<file path="config.mk">
export PLATFORM = sky130hd
export DESIGN_NAME = chargen_fetch_ctrl
export DESIGN_NICKNAME = d
export VERILOG_FILES = /design/src/rtl/chargen_fetch_ctrl.sv
export SDC_FILE = /design/constraint.sdc
export NUM_CORES = 1
export LEC_CHECK = 0
export CAP_MARGIN = 20
export CORE_MARGIN = 3
export CORE_UTILIZATION = 30
export DETAILED_ROUTE_END_ITERATION = 16
export HOLD_SLACK_MARGIN = 0.05
export PLACE_DENSITY = 0.63
export SYNTH_ARGS = -nofsm -noshare
export SYNTH_HDL_FRONTEND = slang
export SYNTH_SLANG_ARGS = --single-unit
</file>
<file path="constraint.sdc">
create_clock -name clk -period 2.6 [get_ports clk]
set_input_delay 0.26 -clock clk [delete_from_list [all_inputs] [get_ports clk]]
set_output_delay 0.26 -clock clk [all_outputs]
set_load 0.01 [all_outputs]
</file>
<file path="src/rtl/chargen_fetch_ctrl.sv">
// chargen_fetch_ctrl
//   Text-mode character generator fetch controller. For each scanline it
//   walks columns 0..COLS-1. Each column takes three steps:
//     1. Read the character code from VRAM.
//     2. Look up the glyph row in the character ROM.
//     3. Push the pixel byte into a 2-entry first-word-fall-through FIFO.
//
// Optional feature (compile-time macro CHARGEN_INVERSE_EN):
//   - vram_data[7] becomes a per-character inverse-video flag.
//   - Only the low 7 code bits address the ROM.
//   - The pixel byte is complemented when the flag is set.
//
// Ports
//   clk, rst_n              : clock, synchronous active-low reset
//   line_start              : one-cycle request to fetch a scanline
//   text_row[4:0]           : text row, latched on an accepted line_start
//   font_row[2:0]           : glyph row, latched on an accepted line_start
//   busy                    : line in progress (until the last push)
//   vram_req/vram_gnt       : VRAM read handshake
//   vram_addr[10:0]         : {text_row, col}
//   vram_data[7:0]          : character code, valid the cycle after the grant
//   rom_ce/rom_oce          : character ROM clock/output enables
//   rom_ad[11:0]            : character ROM address
//   rom_dout[7:0]           : ROM data (one-cycle latency)
//   out_valid/out_ready     : output stream handshake
//   out_data[7:0]           : glyph pixels
//   out_last                : marks column COLS-1
module chargen_fetch_ctrl #(
  parameter int COLS = 64
) (
  input  logic        clk,
  input  logic        rst_n,
  input  logic        line_start,
  input  logic [4:0]  text_row,
  input  logic [2:0]  font_row,
  output logic        busy,
  output logic        vram_req,
  input  logic        vram_gnt,
  output logic [10:0] vram_addr,
  input  logic [7:0]  vram_data,
  output logic        rom_ce,
  output logic        rom_oce,
  output logic [11:0] rom_ad,
  input  logic [7:0]  rom_dout,
  output logic        out_valid,
  input  logic        out_ready,
  output logic [7:0]  out_data,
  output logic        out_last
);

  localparam logic [5:0] LAST_COL = 6'(COLS - 1);

  typedef enum logic [1:0] {IDLE, REQ, VDATA, RDATA} state_t;

  state_t      state, state_nxt;
  logic [5:0]  col;
  logic [4:0]  row_r;
  logic [2:0]  font_r;

  logic [7:0]  fifo_data [2];
  logic        fifo_last [2];
  logic        rd_ptr, wr_ptr;
  logic [1:0]  count;
  logic        push, pop;
  logic [7:0]  push_data;

`ifdef CHARGEN_INVERSE_EN
  logic        inv_r;

  function automatic logic [7:0] apply_inverse(input logic [7:0] d, input logic inv);
    return inv ? ~d : d;
  endfunction

  assign push_data = apply_inverse(rom_dout, inv_r);
`else
  assign push_data = rom_dout;
`endif

  assign busy      = (state != IDLE);
  assign vram_addr = {row_r, col};
  assign pop       = (count != 2'd0) && out_ready;
  assign out_valid = (count != 2'd0);
  assign out_data  = out_valid ? fifo_data[rd_ptr] : 8'd0;
  assign out_last  = out_valid && fifo_last[rd_ptr];

  // Next-state and per-state outputs
  always_comb begin
    state_nxt = state;
    vram_req  = 1'b0;
    rom_ce    = 1'b0;
    rom_oce   = 1'b0;
    rom_ad    = 12'd0;
    push      = 1'b0;
    case (state)
      IDLE: begin
        if (line_start) state_nxt = REQ;
      end
      REQ: begin
        // Only issue when the FIFO can take the result; with a single
        // character in flight this alone prevents overflow.
        if (count < 2'd2) begin
          vram_req = 1'b1;
          if (vram_gnt) state_nxt = VDATA;
        end
      end
      VDATA: begin
        rom_ce = 1'b1;
`ifdef CHARGEN_INVERSE_EN
        rom_ad = {2'b00, vram_data[6:0], font_r};
`else
        rom_ad = {1'b0, vram_data, font_r};
`endif
        state_nxt = RDATA;
      end
      RDATA: begin
        rom_oce = 1'b1;
        push    = 1'b1;
        state_nxt = (col == LAST_COL) ? IDLE : REQ;
      end
      default: state_nxt = IDLE;
    endcase
  end

  // Control state: FSM, column counter, FIFO pointers
  always_ff @(posedge clk) begin
    if (!rst_n) begin
      state  <= IDLE;
      col    <= 6'd0;
      row_r  <= 5'd0;
      rd_ptr <= 1'b0;
      wr_ptr <= 1'b0;
      count  <= 2'd0;
    end else begin
      state <= state_nxt;
      if (state == IDLE && line_start) begin
        col   <= 6'd0;
        row_r <= text_row;
      end else if (state == RDATA && col != LAST_COL) begin
        col <= col + 6'd1;
      end
      if (push) wr_ptr <= ~wr_ptr;
      if (pop)  rd_ptr <= ~rd_ptr;
      case ({push, pop})
        2'b10:   count <= count + 2'd1;
        2'b01:   count <= count - 2'd1;
        default: count <= count;
      endcase
    end
  end

  // Data registers: no reset needed, qualified by control state
  always_ff @(posedge clk) begin
    if (state == IDLE && line_start) font_r <= font_row;
`ifdef CHARGEN_INVERSE_EN
    if (state == VDATA) inv_r <= vram_data[7];
`endif
    if (push) begin
      fifo_data[wr_ptr] <= push_data;
      fifo_last[wr_ptr] <= (col == LAST_COL);
    end
  end

endmodule

</file>
==> impl_metrics.csv, run 1 <==
group,metric,value,unit
status,outcome,"finished clean",
clock_network,post_cts_resized,0,
clock_network,clockRootBuffer,"clkbuf_8",
sta,timing.final.crit_share,79.6,%
drt,first_iter_violations,33,
drt,dr.pass1.iters,4,
sta,fin_skew,0.00617,ns
sta,setup_tns,0,ns
hold_path,hold_path_class,"reg2reg",
drt,routed-via-count,1263,
yosys,synthFlopType,"edfxtp_1",
power_and_ir_drop,leakage,0.918,nW
drt,routedWlPerCell,11.9,µm
sta,final_max_slew_viol_count,0,
sta,slew_headroom,54.0,%
worst_setup_path,crit_chain,"mux2i_1 > nor2_1 > clkdlybuf4s50_1",
placement,dp_hpwl,2590,µm
yosys,postSynthAreaPerCell,11.3,µm²
cells_and_area,multi_input_area,673,µm²
cells_and_area,syn2layout_area_growth,46.8,%
yosys,yosysSeqAreaShare,57.9,%
worst_setup_path,critPathArrivalTime,1.81,ns
yosys,syn_inst,152,
placement,place_congestion,0.683,
yosys,ys_types,33,
worst_setup_path,worstPathMaxFanout,9,
yosys,async_reset_ff_share,0,%
clock_network,cts_setup_buffers,0,
yosys,yosysWarnings,0,
cells_and_area,final_nets,255,
worst_setup_path,worst_setup_path_start_kind,"flop",
yosys,synth.area.top_cells,"edfxtp_1 (37%), dfxtp_1 (21%), mux2i_1 (6.4%)",
drt,drcViolationCount,0,
drt,via_per_inst,4.36,
global_route,antenna_found_initial,0,
floorplan,coreArea,5300,µm²
worst_setup_path,path_class,"reg2out",
sta,rsz0062_at_grt,"false",
global_route,grt_overflow,0,
floorplan,die_w,81.5,µm
yosys,synth_common_cells,"edfxtp_1 (21), nor2_1 (21), dfxtp_1 (18)",
yosys,synthesis.area,1710,µm²
power_and_ir_drop,power_density,751,nW/µm²
sta,setup_viol,0,
sta,worst_slew_pin_slew,0.687,ns
yosys,synth_top_area_share,36.9,%
worst_setup_path,end_kind,"output port",
floorplan,initial_utilization,32.3,%
worst_setup_path,cpMaxStageDelayCell,"dfxtp_1",
clock_network,clock_latency,0.29,ns
floorplan,num_rows,26,
global_route,grt_max_degree,14,
global_route,grt_pass1_vias,1187,
power_and_ir_drop,vdd.ir_drop.worst,0.342,mV
clock_network,htree_levels,2,
flow_run,maxCapViolations,0,
yosys,syn_nets,188,
placement,placed_cells,282,
drt,postRouteAntennaNets,0,
cells_and_area,antennaDiodeCount,0,
clock_network,cts.path.max_buffers,2,
cells_and_area,drive_gt1_share,6.36,%
sta,min_period,2.07,ns
clock_network,numCtsBuffers,5,
placement,portBuffers,64,
sta,fmax,483,MHz
cells_and_area,final_cells,290,
clock_network,ctsHoldBuffers,0,
drt,routed_wl,3450,µm
clock_network,clk_pin_slew_worst_paths,0.07,ns
cells_and_area,final.fill_count,492,
yosys,synth_top_cell_by_area,"edfxtp_1",
worst_setup_path,required,2.34,ns
clock_network,cts_sinks,39,
floorplan,num_io_pins,66,
yosys,ys_seq_elements,39,
worst_setup_path,cpPeakStageDelay,0.66,ns
global_route,grt_use_total,11.1,%
floorplan,die-area,6640,µm²
yosys,synth-edff-count,21,
cells_and_area,area.sequential,991,µm²
floorplan,die_y,81.5,µm
clock_network,cts_tree,"built",
global_route,grt_pass1_wl,5580,µm
sta,final_hold_viol_count,0,
[final cells by class]
type | count | share of cell area, %
inverters | 6 | 0.897
flip-flops and latches | 39 | 39.5
clock inverters | 3 | 0.797
well taps | 70 | 3.49
clock buffers | 5 | 2.74
repair buffers | 65 | 25.8
multi-input cells | 102 | 26.8
[metal layers]
layer / part of all wire [%] / global-route usage, % / routed length, µm / up-vias
li1: - / - / - / 647
met1: 42 / 12.5 / 1470 / 574
met2: 48 / 18.3 / 1660 / 36
met3: 7.9 / 4.71 / 273 / 6
met4: 1.6 / 4.56 / 55 / 0
met5: 0 / 0 / 0 / -
[kinds of logic (layout without fill, tap and decap cells)]
| kind of cell | after synthesis | in the layout | synth area share, % |
|---|---|---|---|
| other cells | 1 | 1 | 0.219 |
| xor+xnor | 5 | 5 | 2.56 |
| compound gates | 12 | 12 | 5.49 |
| mux | 12 | 12 | 7.10 |
| fa+ha+maj | 7 | 7 | 5.12 |
| simple gates | 65 | 65 | 18.9 |
| flops | 39 | 39 | 57.9 |
| buf+inv | 11 | 79 | 2.71 |
[path summary, 6_finish.rpt]
kind                                 end     start  slack, ns  depth (start not counted)
worst min register to register  row_r[4]  row_r[4]       0.47                          2
worst min-delay path            row_r[4]  row_r[4]       0.47                          2
worst max register to register  count[1]  count[0]       0.60                          5
worst max-delay path            out_last      flop       0.53                          3
[cell usage in the layout, fill, tap and decap left out, types with 2 or more instances in the layout]
| cell | netlist | final |
|---|---|---|
| and2_1 | 14 | 14 |
| nand2_1 | 14 | 14 |
| mux2i_1 | 11 | 11 |
| nor2_1 | 21 | 21 |
| clkdlybuf4s50_1 | 0 | 64 |
| ha_1 | 7 | 7 |
| nand3_1 | 2 | 2 |
| xor2_1 | 3 | 3 |
| edfxtp_1 | 21 | 21 |
| nand4_1 | 2 | 2 |
| a21boi_0 | 5 | 5 |
| clkbuf_8 | 0 | 5 |
| xnor2_1 | 2 | 2 |
| nor2b_1 | 3 | 3 |
| dfxtp_1 | 18 | 18 |
| nor3_1 | 3 | 3 |
| inv_1 | 6 | 6 |
| clkinvlp_4 | 0 | 2 |
[worst max-delay path, delay by kind of cell (launching register included)]
kind | cells | cell delay, ns
buffers and inverters | 1 | 0.50
and+or+nand+nor | 1 | 0.06
DFF | 1 | 0.66
muxes | 1 | 0.30
[sequential cells by signal, indices dropped and copies added, names as in the netlist, named ones only]
signal,flops
fifo_data,16
col,6
count,2
font_r,3
row_r,5
fifo_last,2
state,2
rd_ptr,1
wr_ptr,1
[report_power, final]
part	total [mW]	internal (mW)	leakage, nW	switching [mW]
Clock	0.397	0.186	0.0402	0.210
Combinational	0.704	0.389	0.539	0.315
Sequential	0.785	0.727	0.338	0.0574
[metrics by stage]
step                      util, %  total power, mW  setup slack, ns  hold slack (ns)  instance area [µm²]
final                        47.4             1.89            0.530            0.466                 2510
after global routing         47.4             2.02            0.377            0.497                 2510
after CTS                    47.4             1.92            0.500            0.471                 2510
after detailed placement     45.7             1.52            0.614            0.460                 2420
after global placement       45.7             1.52            0.635            0.454                 2420
after floorplan                 -             1.17            0.913            0.359                 1710
Note: power is estimated with default switching activity, not from simulation.
==> run 2, diff against run 1 <==
--- a/config.mk
+++ b/config.mk
@@ -10,7 +10,7 @@
 export CORE_UTILIZATION = 30
 export DETAILED_ROUTE_END_ITERATION = 16
 export HOLD_SLACK_MARGIN = 0.05
-export PLACE_DENSITY = 0.63
+export PLACE_DENSITY = 0.66
 export SYNTH_ARGS = -nofsm -noshare
 export SYNTH_HDL_FRONTEND = slang
 export SYNTH_SLANG_ARGS = --single-unit
==> constraint.sdc (replaced) <==
create_clock -name clk -period 1.75 [get_ports clk]
set_input_delay 0.175 -clock clk [delete_from_list [all_inputs] [get_ports clk]]
set_output_delay 0.175 -clock clk [all_outputs]
set_load 0.01 [all_outputs]
==> run 2 against run 1 <==
Effect of this change: sequential share of layout area fell by 1.6 points; setup slack got worse by 0.43 ns; clock power rose by 85%; routed wire length rose by 3.3%; total power rose by 59%; die area did not move; count of clock-buffer cells in the layout did not move; sequential power rose by 46%; critical endpoint is now rom_ad[6].
==> impl_metrics.csv, run 2 (synthesis results as in run 1) <==
group,metric,value,unit
drt,routed_wl,3570,µm
worst_setup_path,r2r-start,"state[1]",
global_route,grt_use_total,11.4,%
floorplan,die_w,81.5,µm
floorplan,die_y,81.5,µm
placement,portBuffers,64,
placement,placed_cells,288,
power_and_ir_drop,comb_power_share,37.1,%
sta,fin_skew,0.00591,ns
hold_path,min_from,"text_row[1]",
clock_network,cts_tree,"built",
floorplan,die-area,6640,µm²
placement,place_congestion,0.768,
worst_setup_path,end_kind,"output port",
cells_and_area,area.sequential,996,µm²
cells_and_area,final_cells,298,
global_route,grt_max_degree,14,
cells_and_area,reg_top3,"fifo_data: 16 flops, col: 6 flops, row_r: 5 flops",
worst_setup_path,critical_path.n_buffers_inverters,3,
placement,dp_hpwl,2650,µm
cells_and_area,multi_input_area,686,µm²
drt,postRouteAntennaNets,0,
cells_and_area,fin_area,2630,µm²
global_route,grt_pass1_wl,5840,µm
status,outcome,"finished clean",
worst_setup_path,path_class,"reg2out",
floorplan,num_io_pins,66,
clock_network,numCtsBuffers,5,
worst_setup_path,reg2reg_to,"count[1]",
cells_and_area,final.fill_count,482,
worst_setup_path,cp.depth,5,
cells_and_area,layout_common_cells,"clkdlybuf4s50_1 (41), nor2_1 (21), edfxtp_1 (21)",
drt,via_per_inst,4.29,
floorplan,coreArea,5300,µm²
floorplan,initial_utilization,32.3,%
sta,setup_viol,0,
clock_network,cts_sinks,39,
sta,whs,0.441,ns
clock_network,clockRootBuffer,"clkbuf_8",
flow_run,maxCapViolations,0,
sta,final_hold_viol_count,0,
drt,dr.pass1.iters,4,
drt,routedWlPerCell,12.0,µm
clock_network,clk_pin_slew_worst_paths,0.08,ns
worst_setup_path,crit_end,"rom_ad[6]",
placement,dpl_cell_area,2470,µm²
sta,fmax,607,MHz
power_and_ir_drop,p_sw_share,29.9,%
clock_network,htree_levels,2,
drt,drcViolationCount,0,
worst_setup_path,crit_chain,"inv_2 > ha_4 > dlymetal6s2s_1 > and2_1 > dlygate4sd2_1",
sta,rsz0062_at_grt,"false",
worst_setup_path,critPathArrivalTime,1.47,ns
power_and_ir_drop,clkPwrFrac,24.5,%
global_route,grt_overflow,0,
sta,min_period,1.65,ns
global_route,antenna_found_initial,0,
worst_setup_path,worst_setup_path_start_kind,"flop",
cells_and_area,antennaDiodeCount,0,
power_and_ir_drop,leakage,1.24,nW
worst_setup_path,required,1.57,ns
cells_and_area,final_nets,263,
cells_and_area,layout_commonest_cell,"clkdlybuf4s50_1",
power_and_ir_drop,finalPower,3.00,mW
power_and_ir_drop,sequentialPowerShare,38.5,%
worst_setup_path,cpMaxStageDelayCell,"dfxtp_2",
drt,first_iter_violations,42,
clock_network,cts.path.max_buffers,2,
cells_and_area,largest_reg_flops,16,
hold_path,hold_path_class,"in2reg",
cells_and_area,drive_gt1_share,11.8,%
cells_and_area,syn2layout_area_growth,54.0,%
power_and_ir_drop,vdd.ir_drop.worst,0.561,mV
worst_setup_path,cpPeakStageDelay,0.35,ns
worst_setup_path,cpLargestDelayFamily,"buffers and inverters",
power_and_ir_drop,power_density,1140,nW/µm²
power_and_ir_drop,p_switching,895,µW
global_route,grt_pass1_vias,1301,
clock_network,ctsHoldBuffers,0,
cells_and_area,top_register,"fifo_data",
worst_setup_path,r2r_cells,5,
floorplan,num_rows,26,
sta,final_max_slew_viol_count,0,
clock_network,clock_latency,0.28,ns
sta,setup_tns,0,ns
sta,timing.final.crit_share,94.1,%
drt,routed-via-count,1279,
worst_setup_path,rrSetupSlack,0.18,ns
power_and_ir_drop,p_int,2.10,mW
worst_setup_path,crit_start,"state[0]",
worst_setup_path,worstPathMaxFanout,6,
-- run 2: changes by cell type in the layout (fill, tap and decap cells not counted), moves of 2 or more --
| cell | previous run | this run |
|---|---|---|
| dlymetal6s2s_1 | 0 | 12 |
| dfxtp_1 | 18 | 14 |
| dlygate4sd2_1 | 0 | 12 |
| clkdlybuf4s50_1 | 64 | 41 |
| clkinvlp_4 | 2 | 0 |
| dfxtp_2 | 0 | 4 |
| buf_4 | 1 | 7 |
-- run 2: worst min path at each step --
| stage | to | slack [ns] | cells past startpoint |
|---|---|---|---|
| finish | row_r[1] | 0.44 | 3 |
| floorplan | fifo_data[0][0] | 0.27 | 0 |
| detailed placement | row_r[2] | 0.46 | 2 |
| CTS | font_r[1] | 0.44 | 1 |
| global route | font_r[1] | 0.43 | 1 |
| global placement | row_r[0] | 0.45 | 2 |
-- run 2: metal layers --
| metal | global-route usage (%) | vias up | wire, µm |
|---|---|---|---|
| met2 | 20.8 | 29 | 1840 |
| met3 | 3.73 | 2 | 217 |
| met4 | 2.53 | 0 | 15 |
| met5 | 0 | - | 0 |
| met1 | 12.9 | 583 | 1500 |
| li1 | - | 665 | - |
-- run 2: what timing repair did --
item                                    CTS  global route
resized for setup                        17            14
endpoints found under the setup margin   24            12
buffers inserted                          1             1
-- run 2: power by group through the flow --
stage                     clock, mW  sequential, mW  combinational [mW]
after floorplan                   0            1.16               0.572
after global placement            0            1.16                1.14
after detailed placement          0            1.16                1.15
after CTS                     0.746            1.15                1.13
after global routing          0.792            1.17                1.25
final                         0.734            1.15                1.11
-- run 2: area by class of cell --
cell class | count | share of cell area [%]
Clock buffer | 5 | 2.61
Clock inverter | 3 | 1.66
Inverter | 6 | 0.855
Multi-Input combinational cell | 102 | 26.0
Sequential cell | 39 | 37.8
Tap cell | 70 | 3.33
Timing Repair Buffer | 73 | 27.7
-- run 2: worst reg2reg max path, cell delays in order, from the launching register on --
cell and delay, ns:
dfxtp_2 0.39, ha_1 0.18, inv_1 0.08, ha_1 0.33
or3_1 0.37, a21boi_1 0.14
-- run 2: metrics by stage --
| step | util [%] | setup WS (ns) |
|---|---|---|
| 6_report | 49.7 | 0.103 |
| 4_1_cts | 48.8 | 0.00172 |
| 3_3_place_gp | 46.5 | 0.0795 |
| 2_1_floorplan | - | 0.0631 |
| 3_5_place_dp | 46.5 | 0.0651 |
| 5_1_grt | 49.7 | 0.00586 |
==> run 3, diff against run 2 <==
--- a/config.mk
+++ b/config.mk
@@ -5,6 +5,7 @@
 export SDC_FILE = /design/constraint.sdc
 export NUM_CORES = 1
 export LEC_CHECK = 0
+export ABC_CLOCK_PERIOD_IN_PS = 1750
 export CAP_MARGIN = 20
 export CORE_MARGIN = 3
 export CORE_UTILIZATION = 30
==> results of run 3 <==
No change in the layout: final DEF, timing and power equal those of run 2.
